--- config.mk ---
export PLATFORM = sky130hd
export DESIGN_NAME = fifo_ctl_1c_sf_flat
export DESIGN_NICKNAME = d
export VERILOG_FILES = /design/src/rtl/fifo_ctl_1c_sf_if.sv /design/src/rtl/fifo_ctl_1c_sf.sv /design/src/flat_wrapper.sv
export SDC_FILE = /design/constraint.sdc
export NUM_CORES = 1
export LEC_CHECK = 0
export ABC_AREA = 1
export CORE_MARGIN = 3
export CORE_UTILIZATION = 46
export CTS_CLUSTER_DIAMETER = 120
export DETAILED_ROUTE_END_ITERATION = 7
export GPL_TIMING_DRIVEN = 0
export PLACE_DENSITY = 0.75
export SKIP_CTS_REPAIR_TIMING = 1
export SLEW_MARGIN = 15
export SYNTH_ARGS = -nofsm -noshare
export SYNTH_HDL_FRONTEND = slang
export SYNTH_SLANG_ARGS = --single-unit
--- constraint.sdc ---
create_clock -name clock -period 1.41 [get_ports clock]
set_input_delay 0.282 -clock clock [delete_from_list [all_inputs] [get_ports clock]]
set_output_delay 0.282 -clock clock [all_outputs]
set_load 0.01 [all_outputs]
--- src/rtl/fifo_ctl_1c_sf_if.sv ---
// Handshake and status bundle between a FIFO client and fifo_ctl_1c_sf.
// Widths follow DEPTH exactly as the controller derives them.
interface fifo_ctl_1c_sf_if #(
    parameter int unsigned DEPTH = 16
);
    localparam int unsigned ADDR_WIDTH  = $clog2(DEPTH);
    localparam int unsigned COUNT_WIDTH = $clog2(DEPTH + 1);

    logic                   push_n;
    logic                   pop_n;
    logic                   ram_cs_n;
    logic                   ram_we_n;
    logic [ADDR_WIDTH-1:0]  wr_addr;
    logic [ADDR_WIDTH-1:0]  rd_addr;
    logic [COUNT_WIDTH-1:0] word_count;
    logic                   empty;
    logic                   almost_empty;
    logic                   half_full;
    logic                   almost_full;
    logic                   full;
    logic                   error;

    modport master (
        output push_n, pop_n,
        input  ram_cs_n, ram_we_n, wr_addr, rd_addr, word_count,
        input  empty, almost_empty, half_full, almost_full, full, error
    );

    modport slave (
        input  push_n, pop_n,
        output ram_cs_n, ram_we_n, wr_addr, rd_addr, word_count,
        output empty, almost_empty, half_full, almost_full, full, error
    );
endinterface

--- src/rtl/fifo_ctl_1c_sf.sv ---
// Single-clock FIFO controller for a flop RAM (async read, sync write).
// Optional high-water mark tracking enabled by macro KW_FIFO_CTL_HWM_EN.
module fifo_ctl_1c_sf #(
    parameter int unsigned DEPTH       = 16,
    parameter int unsigned AE_LEVEL    = 2,
    parameter int unsigned AF_LEVEL    = 2,
    parameter int unsigned ADDR_WIDTH  = $clog2(DEPTH),
    parameter int unsigned COUNT_WIDTH = $clog2(DEPTH + 1)
) (
    input  logic                   clock,
    input  logic                   reset,
`ifdef KW_FIFO_CTL_HWM_EN
    input  logic                   hwm_clear,
    output logic [COUNT_WIDTH-1:0] peak_count,
`endif
    fifo_ctl_1c_sf_if.slave        bus
);
    localparam logic [ADDR_WIDTH-1:0]  LAST_ADDR = ADDR_WIDTH'(DEPTH - 1);
    localparam logic [COUNT_WIDTH-1:0] AE_CNT    = COUNT_WIDTH'(AE_LEVEL);
    localparam logic [COUNT_WIDTH-1:0] HF_CNT    = COUNT_WIDTH'((DEPTH + 1) / 2);
    localparam logic [COUNT_WIDTH-1:0] AF_CNT    = COUNT_WIDTH'(DEPTH - AF_LEVEL);
    localparam logic [COUNT_WIDTH-1:0] FULL_CNT  = COUNT_WIDTH'(DEPTH);

    logic                   push_ok;
    logic                   pop_ok;
    logic [ADDR_WIDTH-1:0]  wr_addr_q, wr_addr_d;
    logic [ADDR_WIDTH-1:0]  rd_addr_q, rd_addr_d;
    logic [COUNT_WIDTH-1:0] count_q, count_d;
    logic                   empty_q, almost_empty_q, half_full_q, almost_full_q, full_q;
    logic                   error_q, error_d;

    // Accept decisions, pointer wrap and next occupancy.
    always_comb begin
        push_ok   = ~bus.push_n & (~full_q | ~bus.pop_n);
        pop_ok    = ~bus.pop_n & ~empty_q;
        wr_addr_d = wr_addr_q;
        rd_addr_d = rd_addr_q;
        count_d   = count_q;
        error_d   = error_q | (~bus.push_n & full_q & bus.pop_n) | (~bus.pop_n & empty_q);

        if (push_ok) begin
            wr_addr_d = (wr_addr_q == LAST_ADDR) ? '0 : wr_addr_q + ADDR_WIDTH'(1);
        end
        if (pop_ok) begin
            rd_addr_d = (rd_addr_q == LAST_ADDR) ? '0 : rd_addr_q + ADDR_WIDTH'(1);
        end
        if (push_ok && !pop_ok) begin
            count_d = count_q + COUNT_WIDTH'(1);
        end else if (pop_ok && !push_ok) begin
            count_d = count_q - COUNT_WIDTH'(1);
        end
    end

    // Flags are flopped decodes of the next count so they never glitch.
    always_ff @(posedge clock or posedge reset) begin
        if (reset) begin
            wr_addr_q      <= '0;
            rd_addr_q      <= '0;
            count_q        <= '0;
            empty_q        <= 1'b1;
            almost_empty_q <= 1'b1;
            half_full_q    <= 1'b0;
            almost_full_q  <= 1'b0;
            full_q         <= 1'b0;
            error_q        <= 1'b0;
        end else begin
            wr_addr_q      <= wr_addr_d;
            rd_addr_q      <= rd_addr_d;
            count_q        <= count_d;
            empty_q        <= (count_d == '0);
            almost_empty_q <= (count_d <= AE_CNT);
            half_full_q    <= (count_d >= HF_CNT);
            almost_full_q  <= (count_d >= AF_CNT);
            full_q         <= (count_d == FULL_CNT);
            error_q        <= error_d;
        end
    end

`ifdef KW_FIFO_CTL_HWM_EN
    logic [COUNT_WIDTH-1:0] peak_q, peak_d;

    // Clear reloads from the next occupancy rather than zero.
    always_comb begin
        peak_d = peak_q;
        if (hwm_clear) begin
            peak_d = count_d;
        end else if (count_d > peak_q) begin
            peak_d = count_d;
        end
    end

    always_ff @(posedge clock or posedge reset) begin
        if (reset) begin
            peak_q <= '0;
        end else begin
            peak_q <= peak_d;
        end
    end

    assign peak_count = peak_q;
`endif

    // RAM write strobe is combinational so the write lands on this edge.
    assign bus.ram_we_n     = ~push_ok;
    assign bus.ram_cs_n     = ~push_ok;
    assign bus.wr_addr      = wr_addr_q;
    assign bus.rd_addr      = rd_addr_q;
    assign bus.word_count   = count_q;
    assign bus.empty        = empty_q;
    assign bus.almost_empty = almost_empty_q;
    assign bus.half_full    = half_full_q;
    assign bus.almost_full  = almost_full_q;
    assign bus.full         = full_q;
    assign bus.error        = error_q;
endmodule
--- src/flat_wrapper.sv ---
// flat-port wrapper written by rule: the top's interface ports become plain ports
module fifo_ctl_1c_sf_flat 
#(
    parameter int unsigned DEPTH       = 16,
    parameter int unsigned AE_LEVEL    = 2,
    parameter int unsigned AF_LEVEL    = 2,
    parameter int unsigned ADDR_WIDTH  = $clog2(DEPTH),
    parameter int unsigned COUNT_WIDTH = $clog2(DEPTH + 1)
)
  (clock, reset, bus_push_n, bus_pop_n, bus_ram_cs_n, bus_ram_we_n, bus_wr_addr, bus_rd_addr, bus_word_count, bus_empty, bus_almost_empty, bus_half_full, bus_almost_full, bus_full, bus_error);
  fifo_ctl_1c_sf_if #(.DEPTH(DEPTH)) bus_i ();
  input  logic clock;
  input  logic reset;
  input wire logic [$bits(bus_i.push_n)-1:0] bus_push_n;
  input wire logic [$bits(bus_i.pop_n)-1:0] bus_pop_n;
  output wire logic [$bits(bus_i.ram_cs_n)-1:0] bus_ram_cs_n;
  output wire logic [$bits(bus_i.ram_we_n)-1:0] bus_ram_we_n;
  output wire logic [$bits(bus_i.wr_addr)-1:0] bus_wr_addr;
  output wire logic [$bits(bus_i.rd_addr)-1:0] bus_rd_addr;
  output wire logic [$bits(bus_i.word_count)-1:0] bus_word_count;
  output wire logic [$bits(bus_i.empty)-1:0] bus_empty;
  output wire logic [$bits(bus_i.almost_empty)-1:0] bus_almost_empty;
  output wire logic [$bits(bus_i.half_full)-1:0] bus_half_full;
  output wire logic [$bits(bus_i.almost_full)-1:0] bus_almost_full;
  output wire logic [$bits(bus_i.full)-1:0] bus_full;
  output wire logic [$bits(bus_i.error)-1:0] bus_error;
  assign bus_i.push_n = bus_push_n;
  assign bus_i.pop_n = bus_pop_n;
  assign bus_ram_cs_n = bus_i.ram_cs_n;
  assign bus_ram_we_n = bus_i.ram_we_n;
  assign bus_wr_addr = bus_i.wr_addr;
  assign bus_rd_addr = bus_i.rd_addr;
  assign bus_word_count = bus_i.word_count;
  assign bus_empty = bus_i.empty;
  assign bus_almost_empty = bus_i.almost_empty;
  assign bus_half_full = bus_i.half_full;
  assign bus_almost_full = bus_i.almost_full;
  assign bus_full = bus_i.full;
  assign bus_error = bus_i.error;
  fifo_ctl_1c_sf #(.DEPTH(DEPTH), .AE_LEVEL(AE_LEVEL), .AF_LEVEL(AF_LEVEL), .ADDR_WIDTH(ADDR_WIDTH), .COUNT_WIDTH(COUNT_WIDTH)) u_core (.clock(clock), .reset(reset), .bus(bus_i));
endmodule
==> impl_metrics.json, run 1 <==
{
  "syn_nets": 157,
  "viasPerCell": 5.061,
  "setup_tns_ps": -161.5,
  "min_from": "bus_pop_n",
  "antenna_cells": 0,
  "ctsHtreeMaxLevel": 1,
  "critical_path_class": "reg2reg",
  "post-route-period-util_pct": 104.3,
  "antenna_found_initial": 0,
  "ys_warn_count": 0,
  "failed_checks": "negative setup slack",
  "total_leakage_power_uw": 0.001103,
  "p_per_area_mw_per_mm2": 1793,
  "grt_first_pass_wirelength_um": 4422,
  "timing.final.ws_setup_ps": -60.92,
  "yosysMostFrequentCell": "nand2_1",
  "wl_per_cell_um": 13.23,
  "final_hold_viol_count": 0,
  "synth-main-ff-cell": "dfrtp_1",
  "io_pins": 25,
  "seqPwrFrac_pct": 27.9,
  "yosys.area.top_type_share_pct": 33.93,
  "power_frac_comb_pct": 63.9,
  "holdWs_ps": 368.6,
  "insertion_delay_ps": 310,
  "worstMarginPinSlew_ps": 713.6,
  "vias": 1164,
  "yosysTopAreaCell": "dfrtp_1",
  "period_needed_ps": 1471,
  "area_growth_pct": 51.10,
  "power_switching_uw": 1468,
  "drc": 0,
  "antenna_left": 0,
  "layout-drive-gt1-share_pct": 44.50,
  "max_freq_mhz": 679.8,
  "core_mm2": 0.002545,
  "ir_worst_vdd_mv": 1.321,
  "synthCells": 149,
  "max_cap_viol_count": 0,
  "track_usage_pct": 16.93,
  "placed_area_mm2": 0.001533,
  "instances_no_fill": 230,
  "synth_commonest_cells": "nand2_1 (38), dfrtp_1 (17), inv_1 (17)",
  "cts_tree": "yes",
  "crit_path_end_kind": "flop",
  "path_max_fanout": 8,
  "reg2reg_from": "u_core.bus.empty",
  "cts_sinks": 19,
  "nets": 209,
  "rsz0062_at_grt": "true",
  "ys_seq_elements": 19,
  "finalSetupViolCount": 5,
  "status": "finished, violations left",
  "cts_made_buffers": 3,
  "synthTopCellsByArea": "dfrtp_1 (34%), nand2_1 (11%), nand3_1 (6.0%)",
  "synth-async-reset-ratio_pct": 100.0,
  "wirelength_um": 3042,
  "start_util_pct": 49.26,
  "dp.cells": 203,
  "die_x_um": 58.21,
  "ys_seq_area_share_pct": 38.12,
  "die_area_mm2": 0.003388,
  "port_buffers": 24,
  "clockPowerShare_pct": 8.2,
  "first_global_vias": 1012,
  "hp-class": "in2reg",
  "overflow": 0,
  "cp.required_ps": 1660,
  "critPathArrivalTime_ps": 1720,
  "yosysUniqueCellTypes": 29,
  "grt_start_max_net_pins": 20,
  "ctsRootBufferMaster": "clkbuf_4",
  "p_sw_share_pct": 43.23,
  "die_h_um": 58.21,
  "slew_violations": 0,
  "nFillCells": 186,
  "dr.pass1.iters": 4,
  "syn_area_per_cell_um2": 8.414,
  "crit_start": "u_core.bus.empty",
  "final_cell_area_mm2": 0.001894,
  "start_kind": "flop",
  "p_int_uw": 1928,
  "fp-row-count": 18,
  "cts.clk_slew.worst_paths_ps": 110,
  "max_slew_margin_pct": 52.38,
  "finClkSkew_ps": 8.807,
  "synth_edf_count": 0,
  "place_congestion": 0.8771,
  "synth_area_mm2": 0.001254,
  "dp_hpwl_um": 1998,
  "cts.path.max_buffers": 2,
  "drt_iter0_markers": 39
}
-- per-layer routing --
layer  GRT usage (%)  share of wire (%)
met1           21.23                 43
met2           28.55                 48
met3           4.900                5.3
met4           4.305                3.9
met5               0                  0
-- cells by family after synthesis --
family / share of synthesized area (%)
buffers and inverters: 8.083
AO/OA/AOI/OAI: 5.090
adder cells (fa/ha/maj): 3.992
XOR/XNOR: 2.794
AND/OR/NAND/NOR: 41.92
flip-flops: 38.12
-- state kept, by name (all words and copies together), names as in the netlist --
name / count
u_core.bus.half_full: 1
u_core.bus.error: 1
u_core.bus.full: 1
u_core.bus.empty: 1
u_core.bus.almost_empty: 1
u_core.bus.wr_addr: 4
u_core.bus.word_count: 5
u_core.bus.almost_full: 1
u_core.bus.rd_addr: 4
-- power groups by stage --
stage / logic (uW) / registers (uW) / clock network, uW
floorplan: 905 / 1080 / 0
global placement: 1600 / 991 / 0
detailed placement: 1660 / 1000 / 0
CTS: 1670 / 994 / 290
global route: 2390 / 984 / 305
finish: 2170 / 948 / 279
-- final cells by class --
type,count,area [um^2],share of cell area [%]
Inverter,21,88.84,4.690
Timing Repair Buffer,47,480.5,25.36
Tap cell,30,37.54,1.982
Sequential cell,19,484.2,25.56
Multi-Input combinational cell,107,758.2,40.03
Buffer,2,18.77,0.9908
Clock buffer,4,26.28,1.387
-- through the flow --
| stage | setup WS, ps | util, % | power, uW |
|---|---|---|---|
| global placement | -670.7 | 60.23 | 2594 |
| global route | -165.2 | 74.43 | 3681 |
| CTS | -675.9 | 61.26 | 2950 |
| detailed placement | -668.6 | 60.23 | 2659 |
| floorplan | 36.71 | - | 1989 |
| finish | -60.92 | 74.43 | 3396 |
-- final timing paths --
kind,endpoint,slack (ps),cells after the start
setup / recovery,u_core.bus.almost_empty,-60,9
hold / removal,u_core.bus.error,370,2
setup reg to reg,u_core.bus.almost_empty,-60,9
hold reg to reg,u_core.bus.error,490,2
max in group asynchronous,u_core.bus.word_count[1],530,2
min in group asynchronous,u_core.bus.error,380,2
-- layout by cell type (no fill, tap or decap), types with 2 or more instances in the layout --
cell            count
nor2_2              4
dfstp_2             2
nand3_1            12
buf_4              20
inv_2               3
o21ai_0             5
nor3_2              2
nor2_1              2
clkbuf_4            4
nand2_1            30
dfrtp_2             5
nand3_2             4
nand2_2            17
nor2_4              4
xor2_1              4
dlymetal6s2s_1     22
nand2_8             2
inv_1              15
ha_1                2
nand2_4             7
buf_6               5
a21oi_1             2
inv_4               2
dfrtp_1            12
-- worst max-delay path, cell delays in order, from the launching register on --
cell	delay (ps)
dfstp_2	400
buf_6	110
nor2_4	240
nand2_4	120
nand2_2	90
nand2_2	80
a21oi_2	180
nand2_1	90
nand2_2	70
nor2_2	40
(Power assumes the default switching activity.)
==> run 2: changes to the inputs <==
--- a/config.mk
+++ b/config.mk
@@ -10,7 +10,6 @@
 export CORE_UTILIZATION = 46
 export CTS_CLUSTER_DIAMETER = 120
 export DETAILED_ROUTE_END_ITERATION = 7
-export GPL_TIMING_DRIVEN = 0
 export PLACE_DENSITY = 0.75
 export SKIP_CTS_REPAIR_TIMING = 1
 export SLEW_MARGIN = 15
==> run 2 against run 1 <==
The run still ends with negative setup slack left. Wire length up 11%. Via count up 6.1%. Die area unchanged. Count of clock-buffer cells in the layout down 1.
==> impl_metrics.json, run 2 (synthesized netlist as in run 1, its figures left out) <==
{
  "r2r_setup_slack_ps": -50,
  "cts.path.max_buffers": 2,
  "post-route-period-util_pct": 103.3,
  "core_mm2": 0.002545,
  "slew_violations": 0,
  "first_global_vias": 1096,
  "reg2reg_from": "u_core.bus.full",
  "grt_start_max_net_pins": 20,
  "cts.clk_slew.worst_paths_ps": 120,
  "layout_commonest_cell": "nand2_1",
  "dr.pass1.iters": 4,
  "crit_path_end_kind": "flop",
  "nets": 218,
  "track_usage_pct": 17.69,
  "die_h_um": 58.21,
  "crit_start": "u_core.bus.full",
  "critical_path_class": "reg2reg",
  "critPathArrivalTime_ps": 1720,
  "r2r_cells": 8,
  "final_cell_mix": "nand2_1 (28), buf_4 (26), dlymetal6s2s_1 (23)",
  "die_x_um": 58.21,
  "cts_made_buffers": 3,
  "worstMarginPinSlew_ps": 270.8,
  "antenna_found_initial": 0,
  "cts_sinks": 19,
  "setup_tns_ps": -143.3,
  "period_needed_ps": 1456,
  "finalSetupViolCount": 5,
  "multi_input_area_um2": 829.5,
  "drt_iter0_markers": 44,
  "wirelength_um": 3370,
  "die_area_mm2": 0.003388,
  "rsz0062_at_grt": "true",
  "viasPerCell": 5.167,
  "p_per_area_mw_per_mm2": 1822,
  "nFillCells": 150,
  "drc": 0,
  "reg2reg_to": "u_core.bus.empty",
  "register_area_um2": 481.7,
  "start_kind": "flop",
  "start_util_pct": 49.26,
  "status": "finished, violations left",
  "area_growth_pct": 64.77,
  "hp-class": "in2async",
  "ctsHtreeMaxLevel": 1,
  "layout-drive-gt1-share_pct": 48.80,
  "cts_tree": "yes",
  "ctsRootBufferMaster": "clkbuf_4",
  "max_slew_margin_pct": 81.90,
  "antenna_cells": 0,
  "placed_area_mm2": 0.001665,
  "finClkSkew_ps": 3.080,
  "port_buffers": 24,
  "cp.required_ps": 1680,
  "max_freq_mhz": 686.8,
  "fp-row-count": 18,
  "overflow": 0,
  "total_leakage_power_uw": 0.001191,
  "io_pins": 25,
  "wl_per_cell_um": 14.10,
  "insertion_delay_ps": 320,
  "final_hold_viol_count": 0,
  "place_congestion": 0.8977,
  "ir_worst_vdd_mv": 1.400,
  "timing.final.ws_setup_ps": -46.05,
  "largest_reg_flops": 5,
  "vias": 1235,
  "failed_checks": "negative setup slack",
  "dp_hpwl_um": 2140,
  "path_max_fanout": 4,
  "antenna_left": 0,
  "grt_first_pass_wirelength_um": 4588,
  "final_cell_area_mm2": 0.002066,
  "max_cap_viol_count": 0
}
run 2: cell count changes in the layout (fill, tap and decap cells not counted), sizes merged:
| cell | change |
|---|---|
| buf | +9 |
| clkbuf | -2 |
| clkinv | +1 |
| dlymetal6s2s | +1 |
run 2: final cells by class:
| type | instances | share of cell area, % |
|---|---|---|
| Clock buffer | 3 | 1.090 |
| Multi-Input combinational cell | 107 | 40.16 |
| Inverter | 21 | 4.300 |
| Timing Repair Buffer | 58 | 29.07 |
| Clock inverter | 1 | 0.2423 |
| Sequential cell | 19 | 23.32 |
| Tap cell | 30 | 1.817 |
run 2: worst max path at each step:
stage / endpoint / slack, ps / cells past startpoint
6_report: u_core.bus.empty / -50 / 8
3_3_place_gp: bus_ram_cs_n / -350 / 4
2_1_floorplan: u_core.bus.almost_full / 40 / 12
5_1_grt: u_core.bus.empty / -130 / 9
4_1_cts: bus_ram_we_n / -360 / 4
3_5_place_dp: bus_ram_we_n / -350 / 4
run 2: worst max-delay path, stage by stage (launching register included):
cell	delay (ps)
dfrtp_1	440
nand2_2	110
nand2_4	50
buf_4	170
nor3_4	250
inv_1	110
nand2_4	100
nand3_4	90
nor2_4	90
run 2: layer usage:
layer  global-route usage [%]  part of all wire [%]  up-vias
met3                    3.341                   5.1        9
li1                         -                     -      596
met5                        0                     0        -
met1                    21.94                    41      592
met4                    10.60                   3.0        0
met2                    28.39                    51       38
run 2: where the power goes:
group	internal, uW	total, uW	switching, uW
registers	780	957	177
clock network	106	306	200
logic	1230	2500	1270
total	2120	3760	1650
run 2: metrics by stage:
stage	hold WS (ps)	instances	setup WS, ps	power [uW]	util, %
floorplan	231.6	149	36.71	1989	-
global placement	466.8	217	-347.4	2733	65.44
detailed placement	502.5	217	-352.4	2801	65.44
CTS	280.0	221	-360.0	3112	66.52
global route	304.0	239	-126.2	4015	81.17
finish	270.7	239	-46.05	3764	81.17
